`src/rtl/lcd_serial_pkg.sv`:
```
// Shared types, init table and panel command codes for the LCD serial sequencer.
package lcd_serial_pkg;

    typedef enum logic [2:0] {
        ST_RST_LCD,
        ST_RST_WAIT,
        ST_INIT,
        ST_WIN,
        ST_PIX
    } state_t;

    typedef enum logic [1:0] {
        K_CMD   = 2'd0,
        K_DATA  = 2'd1,
        K_DELAY = 2'd2,
        K_END   = 2'd3
    } kind_t;

    typedef struct packed {
        kind_t      kind;
        logic [7:0] value;
    } rom_entry_t;

    localparam logic [7:0] CASET = 8'h2A;
    localparam logic [7:0] RASET = 8'h2B;
    localparam logic [7:0] RAMWR = 8'h2C;

    localparam rom_entry_t INIT_ROM [0:7] = '{
        '{kind: K_CMD,   value: 8'h01},
        '{kind: K_DELAY, value: 8'd150},
        '{kind: K_CMD,   value: 8'h11},
        '{kind: K_DELAY, value: 8'd255},
        '{kind: K_CMD,   value: 8'h3A},
        '{kind: K_DATA,  value: 8'h05},
        '{kind: K_CMD,   value: 8'h29},
        '{kind: K_END,   value: 8'h00}
    };

endpackage

```
`src/rtl/lcd_serial_seq_timer.sv`:
```
// Loadable down-counter; done while the count sits at zero.
module lcd_seq_timer #(
    parameter int W = 32
) (
    input  logic         clk,
    input  logic         rst_n,
    input  logic         load,
    input  logic [W-1:0] load_val,
    output logic         done
);

    logic [W-1:0] cnt;

    always_ff @(posedge clk or negedge rst_n) begin
        if (!rst_n) begin
            cnt <= '0;
        end else if (load) begin
            cnt <= load_val;
        end else if (cnt != '0) begin
            cnt <= cnt - 1'b1;
        end
    end

    assign done = (cnt == '0);

endmodule

```
`src/rtl/lcd_serial_seq.sv`:
```
// Panel reset, init table playback and endless frame streaming
// into a byte-wide valid/ready serial transmitter.
module lcd_serial_seq
    import lcd_serial_pkg::*;
#(
    parameter int SERIAL_BITS   = 8,
    parameter int PIXEL_BITS    = 16,
    parameter int SCREEN_WIDTH  = 128,
    parameter int SCREEN_HEIGHT = 160,
    parameter int RESET_CYCLES  = 1000,
    parameter int DELAY_UNIT    = 1000,
    localparam int XW = (SCREEN_WIDTH > 1) ? $clog2(SCREEN_WIDTH) : 1,
    localparam int YW = (SCREEN_HEIGHT > 1) ? $clog2(SCREEN_HEIGHT) : 1
) (
    input  logic                   in_clk,
    input  logic                   in_rst,
    input  logic                   in_tx_ready,
    output logic                   out_tx_valid,
    output logic [SERIAL_BITS-1:0] out_tx_data,
    output logic                   out_tx_dc,
    output logic                   out_vid_rst,
    output logic [XW-1:0]          out_pixel_x,
    output logic [YW-1:0]          out_pixel_y,
    input  logic [PIXEL_BITS-1:0]  in_pixel,
    output logic                   out_frame_start,
    output logic                   out_init_done
);

    localparam int NB = PIXEL_BITS / SERIAL_BITS;
    localparam int BW = (NB > 1) ? $clog2(NB) : 1;
    localparam logic [XW-1:0] X_LAST = XW'(SCREEN_WIDTH - 1);
    localparam logic [YW-1:0] Y_LAST = YW'(SCREEN_HEIGHT - 1);

    state_t state, state_d;

    logic [2:0]             idx;
    logic [3:0]             win_cnt;
    logic [BW-1:0]          byte_cnt;
    logic [XW-1:0]          x;
    logic [YW-1:0]          y;
    logic [PIXEL_BITS-1:0]  pix_sr;
    logic                   armed;
    logic                   init_done;
    logic                   tx_valid;
    logic [SERIAL_BITS-1:0] tx_data;
    logic                   tx_dc;
    logic                   tx_ramwr;

    logic                   load_en;
    logic                   emit;
    logic [SERIAL_BITS-1:0] e_data;
    logic                   e_dc;
    logic                   e_ramwr;
    logic                   idx_inc;
    logic                   arm_set;
    logic                   arm_clr;
    logic                   init_set;
    logic                   t_load;
    logic [31:0]            t_val;
    logic                   t_done;
    logic                   last_byte;
    logic                   go;
    rom_entry_t             ent;
    logic [31:0]            dly;

    lcd_seq_timer #(.W(32)) u_timer (
        .clk      (in_clk),
        .rst_n    (in_rst),
        .load     (t_load),
        .load_val (t_val),
        .done     (t_done)
    );

    // Output register refills whenever empty or being drained.
    assign load_en   = !tx_valid || in_tx_ready;
    assign go        = emit && load_en;
    assign ent       = INIT_ROM[idx];
    assign dly       = 32'(ent.value) * 32'(DELAY_UNIT);
    assign last_byte = (byte_cnt == BW'(NB - 1));

    always_ff @(posedge in_clk or negedge in_rst) begin
        if (!in_rst) begin
            state <= ST_RST_LCD;
        end else begin
            state <= state_d;
        end
    end

    always_comb begin
        state_d  = state;
        emit     = 1'b0;
        e_data   = '0;
        e_dc     = 1'b0;
        e_ramwr  = 1'b0;
        idx_inc  = 1'b0;
        arm_set  = 1'b0;
        arm_clr  = 1'b0;
        init_set = 1'b0;
        t_load   = 1'b0;
        t_val    = '0;
        unique case (state)
            ST_RST_LCD: begin
                if (!armed) begin
                    t_load  = 1'b1;
                    t_val   = 32'(RESET_CYCLES - 2);
                    arm_set = 1'b1;
                end else if (t_done) begin
                    t_load  = 1'b1;
                    t_val   = 32'(RESET_CYCLES - 1);
                    arm_clr = 1'b1;
                    state_d = ST_RST_WAIT;
                end
            end
            ST_RST_WAIT: begin
                if (t_done) state_d = ST_INIT;
            end
            ST_INIT: begin
                unique case (ent.kind)
                    K_CMD, K_DATA: begin
                        emit    = 1'b1;
                        e_data  = SERIAL_BITS'(ent.value);
                        e_dc    = ent.kind[0];
                        idx_inc = load_en;
                    end
                    K_DELAY: begin
                        if (!armed) begin
                            if (ent.value == 8'd0) begin
                                idx_inc = 1'b1;
                            end else begin
                                t_load  = 1'b1;
                                t_val   = (dly > 32'd1) ? dly - 32'd2 : 32'd0;
                                arm_set = 1'b1;
                            end
                        end else if (t_done) begin
                            idx_inc = 1'b1;
                            arm_clr = 1'b1;
                        end
                    end
                    K_END: begin
                        init_set = 1'b1;
                        state_d  = ST_WIN;
                    end
                endcase
            end
            ST_WIN: begin
                emit = 1'b1;
                e_dc = 1'b1;
                unique case (win_cnt)
                    4'd0: begin
                        e_data = SERIAL_BITS'(CASET);
                        e_dc   = 1'b0;
                    end
                    4'd4: e_data = SERIAL_BITS'(8'(SCREEN_WIDTH - 1));
                    4'd5: begin
                        e_data = SERIAL_BITS'(RASET);
                        e_dc   = 1'b0;
                    end
                    4'd9: e_data = SERIAL_BITS'(8'(SCREEN_HEIGHT - 1));
                    4'd10: begin
                        e_data  = SERIAL_BITS'(RAMWR);
                        e_dc    = 1'b0;
                        e_ramwr = 1'b1;
                    end
                    default: e_data = '0;
                endcase
                if (load_en && win_cnt == 4'd10) state_d = ST_PIX;
            end
            ST_PIX: begin
                emit = 1'b1;
                e_dc = 1'b1;
                if (byte_cnt == '0) begin
                    e_data = in_pixel[PIXEL_BITS-1 -: SERIAL_BITS];
                end else begin
                    e_data = pix_sr[PIXEL_BITS-1 -: SERIAL_BITS];
                end
                if (load_en && last_byte && x == X_LAST && y == Y_LAST) begin
                    state_d = ST_WIN;
                end
            end
            default: state_d = ST_RST_LCD;
        endcase
    end

    always_ff @(posedge in_clk or negedge in_rst) begin
        if (!in_rst) begin
            idx       <= '0;
            win_cnt   <= '0;
            byte_cnt  <= '0;
            x         <= '0;
            y         <= '0;
            pix_sr    <= '0;
            armed     <= 1'b0;
            init_done <= 1'b0;
            tx_valid  <= 1'b0;
            tx_data   <= '0;
            tx_dc     <= 1'b0;
            tx_ramwr  <= 1'b0;
        end else begin
            if (load_en) begin
                tx_valid <= emit;
                if (emit) begin
                    tx_data  <= e_data;
                    tx_dc    <= e_dc;
                    tx_ramwr <= e_ramwr;
                end
            end
            if (idx_inc) idx <= idx + 3'd1;
            if (arm_set) begin
                armed <= 1'b1;
            end else if (arm_clr) begin
                armed <= 1'b0;
            end
            if (init_set) init_done <= 1'b1;
            if (go && state == ST_WIN) begin
                win_cnt <= (win_cnt == 4'd10) ? 4'd0 : win_cnt + 4'd1;
            end
            // First byte of a pixel snapshots the source; later bytes shift out.
            if (go && state == ST_PIX) begin
                if (byte_cnt == '0) begin
                    pix_sr <= in_pixel << SERIAL_BITS;
                end else begin
                    pix_sr <= pix_sr << SERIAL_BITS;
                end
                if (last_byte) begin
                    byte_cnt <= '0;
                    if (x == X_LAST) begin
                        x <= '0;
                        y <= (y == Y_LAST) ? '0 : y + 1'b1;
                    end else begin
                        x <= x + 1'b1;
                    end
                end else begin
                    byte_cnt <= byte_cnt + 1'b1;
                end
            end
        end
    end

    assign out_tx_valid    = tx_valid;
    assign out_tx_data     = tx_data;
    assign out_tx_dc       = tx_dc;
    assign out_vid_rst     = (state != ST_RST_LCD);
    assign out_pixel_x     = x;
    assign out_pixel_y     = y;
    assign out_frame_start = tx_valid && in_tx_ready && tx_ramwr;
    assign out_init_done   = init_done;

endmodule

```
`config.mk`:
```
export PLATFORM = sky130hd
export DESIGN_NAME = lcd_serial_seq
export DESIGN_NICKNAME = d
export VERILOG_FILES = /design/src/rtl/lcd_serial_pkg.sv /design/src/rtl/lcd_serial_seq_timer.sv /design/src/rtl/lcd_serial_seq.sv
export SDC_FILE = /design/constraint.sdc
export NUM_CORES = 1
export LEC_CHECK = 0
export ABC_AREA = 1
export CORE_AREA = 3 3 128 130
export CTS_CLUSTER_SIZE = 10
export DETAILED_ROUTE_END_ITERATION = 16
export DIE_AREA = 0 0 131 133
export PLACE_DENSITY_LB_ADDON = 0.05
export SLEW_MARGIN = 20
export SYNTH_ARGS = -nofsm -noshare
export SYNTH_HDL_FRONTEND = slang
export SYNTH_SLANG_ARGS = --single-unit
```
`constraint.sdc`:
```
create_clock -name in_clk -period 6.43 [get_ports in_clk]
set_input_delay 1.929 -clock in_clk [delete_from_list [all_inputs] [get_ports in_clk]]
set_output_delay 1.929 -clock in_clk [all_outputs]
set_load 0.01 [all_outputs]
```
==> qor_table.md <==
| Item | This run | Unit |
| --- | --- | --- |
| Detail Placement HPWL | 12.0 | mm |
| Type of the worst setup path | flop to flop | - |
| Number of different library cells in the post-synthesis netlist | 51 | - |
| All-Layer GR Usage | 18.0 | % |
| Number of remaining DRC errors | 0 | - |
| Grt total ovfl | 0 | - |
| Initial antenna violation count | 0 | - |
| DRT Pass-1 Iters | 5 | - |
| Mean Syn Cell Area | 7.49 | um^2 |
| Async SR Flop Fraction | 100 | % |
| Final standard cell area without fillers | 7290 | um^2 |
| Sequential fraction of design power | 44.1 | % |
| Kind of launch point of the worst setup path | flop | - |
| Final hold violation count | 0 | - |
| Final number of setup-violating endpoints | 0 | - |
| Final weighted congestion in routability-driven placement | 0.883 | - |
| Number of fill cells in the layout | 1,540 | - |
| Growth of design area from synthesis to finish | 16.4 | % |
| Starting Density | 41.0 | % |
| Area after DPL | 6940 | um^2 |
| Part of the total power dissipated in the clock network | 53.8 | % |
| Maximum resistive drop on vdd | 132 | uV |
| Maximum count of clock buffers along a single path | 2 | - |
| Rel. slew slack | 51.2 | % |
| Hold Path Class | flop to flop | - |
| Primary FF master, synth | sky130_fd_sc_hd__dfrtp_1 | - |
| Clock sink count | 79 | - |
| PortBufs | 46 | - |
| Gate power share | 2.0 | % |
| HP Start | out_tx_data[1]$_DFFE_PN0P_ | - |
| Setup TNS | 0 | ns |
| Hold bufs inserted after CTS | 0 | - |
| Synthesized instance count | 836 | - |
| Core Region | 15,300 | um^2 |
| Worst slack after detailed placement | 1.36 | ns |
| Worst R2R Path Depth | 26 | - |
| Pins Over Slew Limit | 0 | - |
| Worst-skew pair later-pin latency | 0.35 | ns |
| Top cell type's share of synthesized area | 31.6 | % |
| Count of H-tree levels built during CTS | 3 | - |
| RSZ-0062 raised after global routing | no | - |
| First-pass GRT wire length | 25.5 | mm |
| Total power after layout | 1130 | uW |
| Count of maximum capacitance violations | 0 | - |
| Post-detailed-route wirelength per cell | 13.8 | um |
| Area of the mapped netlist | 6260 | um^2 |
| Total setup buffers inserted after CTS | 0 | - |
| Minimum clock period after layout | 5.10 | ns |
| Post-detailed-route via-to-cell ratio | 4.92 | - |
| Cell at the root of the clock tree | sky130_fd_sc_hd__clkbuf_16 | - |
| Area leader, netlist | sky130_fd_sc_hd__dfrtp_1 | - |
| Area of the die | 17,400 | um^2 |
| Number of synthesized flops with an enable pin | 0 | - |
| Highest fanout seen on the critical path | 8 | - |
| Fmax | 0.196 | GHz |
| Endpoint, Worst Hold | out_tx_data[1]$_DFFE_PN0P_ | - |
| Number of nets in the final layout | 962 | - |
| Most common cell after layout, fill and taps aside | sky130_fd_sc_hd__nand2_1 | - |
| Power Density | 155 | nW/um^2 |
| Resize count post-CTS | 0 | - |
| Total number of vias | 5,421 | - |
| Number of global-route vias before repair | 5,270 | - |
| CTS tree | built | - |
| Leak | 0.00361 | uW |
| Maximum number of pins on one net before global-route repair | 80 | - |
| Signal arrival time at the worst endpoint | 5.37 | ns |
| Number of antenna diodes | 0 | - |
| Number of CTS-inserted buffers | 9 | - |
| Register clock-pin slew on the reported worst setup and hold paths | 0.06 | ns |
| Status | finished clean | - |
| Cell depth of the worst min-delay path | 1 | - |
| Share of total power consumed by net switching | 20.8 | % |
| Startpoint of the worst-slack reg-to-reg timing path | idx[1]$_DFFE_PN0P_ | - |
| Reg-to-reg critical path endpoint | u_timer.cnt[16]$_DFFE_PN0P_ | - |
| Horizontal extent of the die | 131 | um |
| Highest-count cells in the layout ignoring fill and taps | sky130_fd_sc_hd__nand2_1 (170), sky130_fd_sc_hd__inv_1 (132), sky130_fd_sc_hd__nor2_1 (94) | - |
| Number of warnings printed during yosys synthesis | 0 | - |
| Worst reg-to-reg setup slack | 1.33 | ns |
| Count of nets left with antenna violations after detail routing | 0 | - |
| Die Ht | 133 | um |
| Sequential share of the synthesized area | 31.6 | % |
| Final setup slack of the worst path | 1.33 | ns |
| Number of I/O pins | 47 | - |
| Transition time at the pin with the least slew margin | 0.732 | ns |
| First-iteration detailed-routing DRC count | 260 | - |
| Synthesized Nets | 913 | - |
| Proportion of layout cells with a drive suffix above 1 | 6.52 | % |
| Worst clock skew | 0.00809 | ns |
| Net switching component of the power | 235 | uW |
| Internal cell power | 893 | uW |
| Total wire length after detailed routing | 15.2 | mm |
| Crit end category | flop | - |
| Worst hold slack | 0.479 | ns |
| Core Rows | 45 | - |
| Number of flip-flops and latches in the synthesized netlist | 79 | - |
| Worst path required time | 6.70 | ns |
| Post-route fraction of the period consumed by the critical path | 79.3 | % |
| Leading cell types by total area after synthesis | sky130_fd_sc_hd__dfrtp_1 (32%), sky130_fd_sc_hd__nand2_1 (10%), sky130_fd_sc_hd__ha_1 (9.6%), sky130_fd_sc_hd__inv_1 (7.9%), sky130_fd_sc_hd__nor2_1 (5.6%) | - |
cell families (layout without fill, tap and decap cells):
logic type      count (synthesis)  after routing  synth area share [%]
buf+inv                       150            204                  9.37
fa+ha+maj                      58             58                  12.8
compound gates                119            119                  10.9
flops                          79             79                  31.6
xor+xnor                       49             49                  6.85
simple gates                  381            381                  28.5
worst max-delay path by stage:
stage,startpoint,to,depth (start not counted)
detailed placement,idx[1]$_DFFE_PN0P_,u_timer.cnt[16]$_DFFE_PN0P_,26
global route,idx[1]$_DFFE_PN0P_,u_timer.cnt[16]$_DFFE_PN0P_,26
CTS,idx[1]$_DFFE_PN0P_,u_timer.cnt[16]$_DFFE_PN0P_,26
finish,idx[1]$_DFFE_PN0P_,u_timer.cnt[16]$_DFFE_PN0P_,26
global placement,in_tx_ready,out_frame_start,4
floorplan,idx[1]$_DFFE_PN0P_,u_timer.cnt[16]$_DFFE_PN0P_,26
metrics by stage:
stage	std cells	utilization [%]
floorplan	836	-
global placement	1085	45.5
detailed placement	1085	45.5
CTS	1101	47.8
global route	1101	47.8
finish	1101	47.8
layer usage:
layer | vias to the layer above | wire length [um] | GRT usage (%)
li1 | 2781 | - | -
met3 | 20 | 529 | 3.55
met4 | 0 | 231 | 4.80
met5 | - | 0 | 0
met1 | 2519 | 7380 | 25.2
met2 | 101 | 7060 | 28.3
synthesized netlist by cell type (all sizes together), types with 2 or more instances:
| master | number |
|---|---|
| xnor2 | 13 |
| ha | 48 |
| o31ai | 2 |
| a21boi | 2 |
| clkbuf | 3 |
| o21a | 4 |
| o21ai | 53 |
| nand3 | 46 |
| inv | 142 |
| a21o | 3 |
| buf | 5 |
| o211ai | 5 |
| o21bai | 2 |
| fa | 10 |
| a31oi | 4 |
| nand4 | 11 |
| nor3b | 4 |
| nand3b | 3 |
| o22ai | 4 |
| or2 | 3 |
| a21oi | 34 |
| nand2 | 176 |
| o311ai | 2 |
| nor2 | 108 |
| nor3 | 25 |
| nor4 | 4 |
| xor2 | 36 |
| dfrtp | 79 |
sequential cells by signal, indices dropped and copies added, names as in the netlist:
name           count
pix_sr             8
armed              1
tx_ramwr           1
out_pixel_x        7
out_tx_dc          1
idx                3
byte_cnt           1
out_pixel_y        8
u_timer.cnt       32
out_tx_valid       1
out_init_done      1
out_tx_data        8
state              3
win_cnt            4
critical path, stage by stage, from the launching register on:
cell and delay [ns]:
sky130_fd_sc_hd__dfrtp_1 0.47, sky130_fd_sc_hd__inv_1 0.16, sky130_fd_sc_hd__ha_1 0.33, sky130_fd_sc_hd__nand2_1 0.05, sky130_fd_sc_hd__o21ai_1 0.26, sky130_fd_sc_hd__inv_1 0.15, sky130_fd_sc_hd__ha_1 0.36, sky130_fd_sc_hd__ha_1 0.32
sky130_fd_sc_hd__xor2_1 0.18, sky130_fd_sc_hd__ha_1 0.28, sky130_fd_sc_hd__inv_1 0.05, sky130_fd_sc_hd__fa_1 0.47, sky130_fd_sc_hd__fa_1 0.51, sky130_fd_sc_hd__inv_1 0.04, sky130_fd_sc_hd__ha_1 0.32, sky130_fd_sc_hd__nand2_1 0.08
sky130_fd_sc_hd__nor2_1 0.10, sky130_fd_sc_hd__nand2_1 0.07, sky130_fd_sc_hd__nand3_1 0.12, sky130_fd_sc_hd__nand2_1 0.08, sky130_fd_sc_hd__nand2_1 0.10, sky130_fd_sc_hd__nand2_1 0.06, sky130_fd_sc_hd__nor2_1 0.13, sky130_fd_sc_hd__nand3_1 0.09
sky130_fd_sc_hd__nand2_1 0.06, sky130_fd_sc_hd__nand3_1 0.06, sky130_fd_sc_hd__a21oi_1 0.12
power by group through the flow:
stage | Sequential, uW | Combinational [uW] | Clock (uW)
floorplan | 508 | 0.577 | 0
global placement | 507 | 23.8 | 0
detailed placement | 507 | 23.8 | 0
CTS | 498 | 23.9 | 622
global route | 498 | 25.9 | 644
finish | 498 | 23.0 | 607
area by class of cell:
type                            count  area (um^2)  share of cell area [%]
Multi-Input combinational cell    607         3700                    50.7
Sequential cell                    79         1980                    27.1
Inverter                          142          538                    7.38
Timing Repair Buffer               46          462                    6.33
Tap cell                          211          264                    3.62
Clock buffer                        9          225                    3.09
Clock inverter                      7          126                    1.73
(Power assumes the default switching activity.)
==> RTL change 1 (config.mk and constraints unchanged) <==
`SERIAL_BITS`: 8 -> 16.
--- a/src/rtl/lcd_serial_seq.sv
+++ b/src/rtl/lcd_serial_seq.sv
@@ -3,7 +3,7 @@
 module lcd_serial_seq
     import lcd_serial_pkg::*;
 #(
-    parameter int SERIAL_BITS   = 8,
+    parameter int SERIAL_BITS   = 16,
     parameter int PIXEL_BITS    = 16,
     parameter int SCREEN_WIDTH  = 128,
     parameter int SCREEN_HEIGHT = 160,
Ports: changed (resized out_tx_data); port bits go from 47 to 55. No check against the original RTL was run, so the function may have changed too.
==> RTL change 1 against the original RTL <==
Routed wire length is 1.1% higher; worst setup slack worse by 0.70 ns; area after synthesis is 0.92% higher; sequential cell count is 1 lower; fmax is 12% lower; global-route usage is 0.068 points lower; die area stayed put; total power is 3.2% lower; cell area is 1.3% higher.
==> RTL change 1: results (changes against the original RTL) <==
[final_layout]
final_nets=1009  ; +4.9%
signal_buffers=55  ; +20%
clockBufferCount=11  ; +2
inverters=126  ; -11%
drive_above_1_share_pct=6.64  ; +0.12 points
multi_input_area_share_pct=51.7  ; +1.0 points
instances_no_fill=1145  ; +4.0%
antenna_cells=0  ; unchanged
fillers=1555  ; +0.97%
seq_cells=78  ; -1.3%
clock_area_share_pct=4.39  ; -0.44 points
seqCellArea_sq_um=1950  ; -1.3%
bufAreaShareNonClock_pct=7.44  ; +1.1 points
area_delta_synth_final_pct=16.9

[critical_path]
crit_fanout=13  ; +5
cp.arrival_ns=6.05  ; +0.68 ns
slowest_delay_ns=0.68  ; +0.17 ns

[synthesis]
ys_types=49  ; -3.9%
synth_compound_area_share_pct=11.6  ; +0.71 points
synth_fa_ha_area_share_pct=13.3  ; +0.48 points
syn-num-nets=954  ; +4.5%
yosysSeqAreaShare_pct=30.9  ; -0.68 points
synth_area_leaders=dfrtp_1 (31%), nand2_1 (12%), ha_1 (10%), inv_1 (7.1%), nor2_1 (6.5%)
synthTopCellsByCount=nand2_1 (203), inv_1 (120), nor2_1 (110)
synth_xor_area_share_pct=5.27  ; -1.6 points
yosys_warnings=0  ; unchanged
netlist_instances=874  ; +4.5%

[global_route]
grt_max_degree=79  ; -1.3%
grt_pass1_wl_um=25700  ; +0.84%
grt_usage_pct=17.9  ; -0.068 points

[clock_tree]
clk_pin_slew_ns=0.06  ; about the same
htreeDepth=3  ; unchanged

[route]
wl_um=15400  ; +1.1%
wl_met2_um=7220  ; +2.3%
drt-met1-wl_um=7510  ; +1.8%
drt_iter0_markers=301  ; +16%
vias=5622  ; +3.7%
wl_met3_um=446  ; -16%

[power_and_ir_drop]
combPwrFrac_pct=3.5  ; +1.5 points
p_leak_nw=3.78  ; +4.6%
power.total_mw=1.09  ; -3.2%
ir_drop_v=0.000138  ; +4.4%

[place]
port_buffers=54  ; +17%
hpwl_um=12100  ; +0.75%
place_area_sq_um=7060  ; +1.8%
place_ws_ns=0.677  ; -0.685 ns

[timing]
relSlewSlack_pct=36.7  ; -15 points
finClkSkew_ns=0.00992  ; +0.00183 ns

[run_status]
status=complete, no violations

RTL change 1: cell types whose count changed after synthesis, moves of 5 or more:
cell	change
xor2_1	-12
a21oi_2	+5
inv_1	-12
nor3_1	+6
nand2_1	+33
nor2_1	+16
nand2_2	+5
RTL change 1: final timing paths:
path | to | startpoint | cells after the start | slack (ns)
max in group asynchronous | out_tx_data[2] | in_rst | 1 | 4.31
min in group asynchronous | u_timer.cnt[21] | in_rst | 1 | 1.63
hold reg to reg | out_tx_data[3] | out_tx_data[3] | 2 | 0.48
hold / removal | out_tx_data[3] | out_tx_data[3] | 2 | 0.48
setup / recovery | u_timer.cnt[4] | idx[0] | 28 | 0.64
setup reg to reg | u_timer.cnt[4] | idx[0] | 28 | 0.64
RTL change 1: per-layer routing:
| layer | up-vias | GRT usage (%) |
|---|---|---|
| li1 | 2926 | - |
| met1 | 2603 | 25.3 |
| met2 | 78 | 28.4 |
| met3 | 15 | 2.99 |
| met4 | 0 | 4.69 |
| met5 | - | 0 |
==> RTL change 2 (same settings) <==
Without the edit above. Encoding of `state_t`: now Gray code (3 bits for 5 states).
--- a/src/rtl/lcd_serial_pkg.sv
+++ b/src/rtl/lcd_serial_pkg.sv
@@ -2,11 +2,11 @@
 package lcd_serial_pkg;
 
     typedef enum logic [2:0] {
-        ST_RST_LCD,
-        ST_RST_WAIT,
-        ST_INIT,
-        ST_WIN,
-        ST_PIX
+        ST_RST_LCD  = 3'b000,
+        ST_RST_WAIT = 3'b001,
+        ST_INIT     = 3'b011,
+        ST_WIN      = 3'b010,
+        ST_PIX      = 3'b110
     } state_t;
 
     typedef enum logic [1:0] {
Formal check against the unedited RTL: no difference found for any inputs over 10 cycles, from zero or initial values and one cycle with in_rst low; not proved beyond that.
==> RTL change 2 against the original RTL <==
Sequential cell count stayed put; total power is 7.8% lower; cell area is 2.4% lower; non-clock buffer count is 1 higher; worst setup slack worse by 0.042 ns; routed wire length is 0.29% higher; fmax is 0.81% lower; area after synthesis is 1.9% lower; critical path type unchanged; critical endpoint unchanged.
==> RTL change 2: results (changes against the original RTL) <==
[synthesis]
yosysSeqAreaShare_pct=32.2  ; +0.61 points
synth_area_leaders=dfrtp_1 (32%), ha_1 (9.8%), nand2_1 (9.5%), inv_1 (7.3%), nor2_1 (6.8%)
synth_fa_ha_area_share_pct=13.0  ; +0.25 points
syn-num-nets=904  ; -0.99%
synth_xor_area_share_pct=5.85  ; -1.0 points
synth_compound_area_share_pct=11.5  ; +0.60 points
synth_area_per_cell_sq_um=7.43  ; -0.83%
synthMuxAreaShare_pct=0  ; unchanged
ys_types=47  ; -7.8%
synthTopCellsByCount=nand2_1 (156), inv_1 (120), nor2_1 (111)
ys.flop_type=dfrtp_1

[clock_tree]
cts.path.max_buffers=2  ; unchanged
clk_latency_ns=0.34
numCtsBuffers=9  ; unchanged

[place]
dpl.cell_count=1077  ; -0.74%
hpwl_um=12100  ; +0.98%
gp_congestion=0.854  ; -3.3%
place_area_sq_um=6830  ; -1.6%

[route]
drt_iter0_markers=262  ; +0.77%
vias_per_cell=4.92  ; about the same
drt_pass1_iterations=5  ; unchanged
maxUsedRoutingLayer=met4
wl_met2_um=7070  ; +0.11%
wl_um=15200  ; +0.29%
wl_met3_um=466  ; -12%
drt-met1-wl_um=7530  ; +2.1%
wl_per_cell_um=13.9  ; +1.0%

[global_route]
grt_usage_pct=18.2  ; +0.19 points
met3_usage_pct=4.16  ; +0.61 points
grtUsageMet2_pct=28.9  ; +0.59 points
met1_usage_pct=25.4  ; +0.16 points
grt_pass1_wl_um=25900  ; +1.7%
grt_pass1_vias=5379  ; +2.1%
grt_max_degree=47  ; -41%

[critical_path]
r2r_cells=26  ; unchanged
r2r_setup_slack_ns=1.29  ; -0.04 ns
endpoint_kind=register
worst-setup-path-type=reg2reg
timing.rr.start=idx[0]
crit_fanout=8  ; unchanged
slowest_delay_ns=0.50

[timing]
slew_viol_final=0  ; unchanged
period_share_pct=79.9  ; +0.65 points
tightestPinTransition_ns=0.827  ; +0.0954 ns
finClkSkew_ns=0.00798  ; -0.000110 ns
timing.hold.ws_ns=0.493  ; +0.0137 ns

[final_layout]
largest_reg_flops=32  ; unchanged
drive_above_1_share_pct=7.03  ; +0.51 points
final_nets=954  ; -0.83%
regMostFlops=u_timer.cnt

[power_and_ir_drop]
powerDensity_nw_per_um2=146  ; -5.5%
p_int_mw=0.789  ; -12%
p_leak_nw=3.47  ; -3.9%
pwr-share-seq_pct=48.7  ; +4.6 points
ir_drop_v=0.000153  ; +15%
clkPwrFrac_pct=47.7  ; -6.1 points

[hold_path]
worst_hold_path_type=reg2reg
hold_end=out_tx_data[6]
hp-start=out_tx_data[6]

[run_status]
status=complete, no violations

[RTL change 2: cell types whose count changed in the layout (fill, tap and decap cells not counted), sizes merged, moves of 4 or more]
cell,before,now
xor2,36,27
nand2,176,160
o21ai,53,57
nand3,46,51
inv,145,132
nor2,108,126
nand4,11,20
nor3,25,19
[RTL change 2: cells by family after synthesis]
group                      Yosys count
and+or+nand+nor                    390
buffers and inverters              137
AOI/OAI and AO/OA                  122
DFF                                 79
adders and majority gates           58
xor gates and xnor gates            41
[RTL change 2: final cells by class]
| type | count | area, sq um |
|---|---|---|
| fill | 1590 | 8140 |
| multi-input combinational | 611 | 3630 |
| sequential | 79 | 1980 |
| inverter | 129 | 487 |
| timing repair buffer | 47 | 465 |
| tap | 211 | 264 |
| clock buffer | 9 | 225 |
| clock inverter | 7 | 62.6 |
[RTL change 2: critical path: cells and delay by family, from the launching register on]
family	cells	cell delay (ns)
xor+xnor	2	0.33
compound gates	2	0.34
fa+ha+maj	6	2.24
flops	1	0.47
simple gates	13	1.31
buf+inv	3	0.36
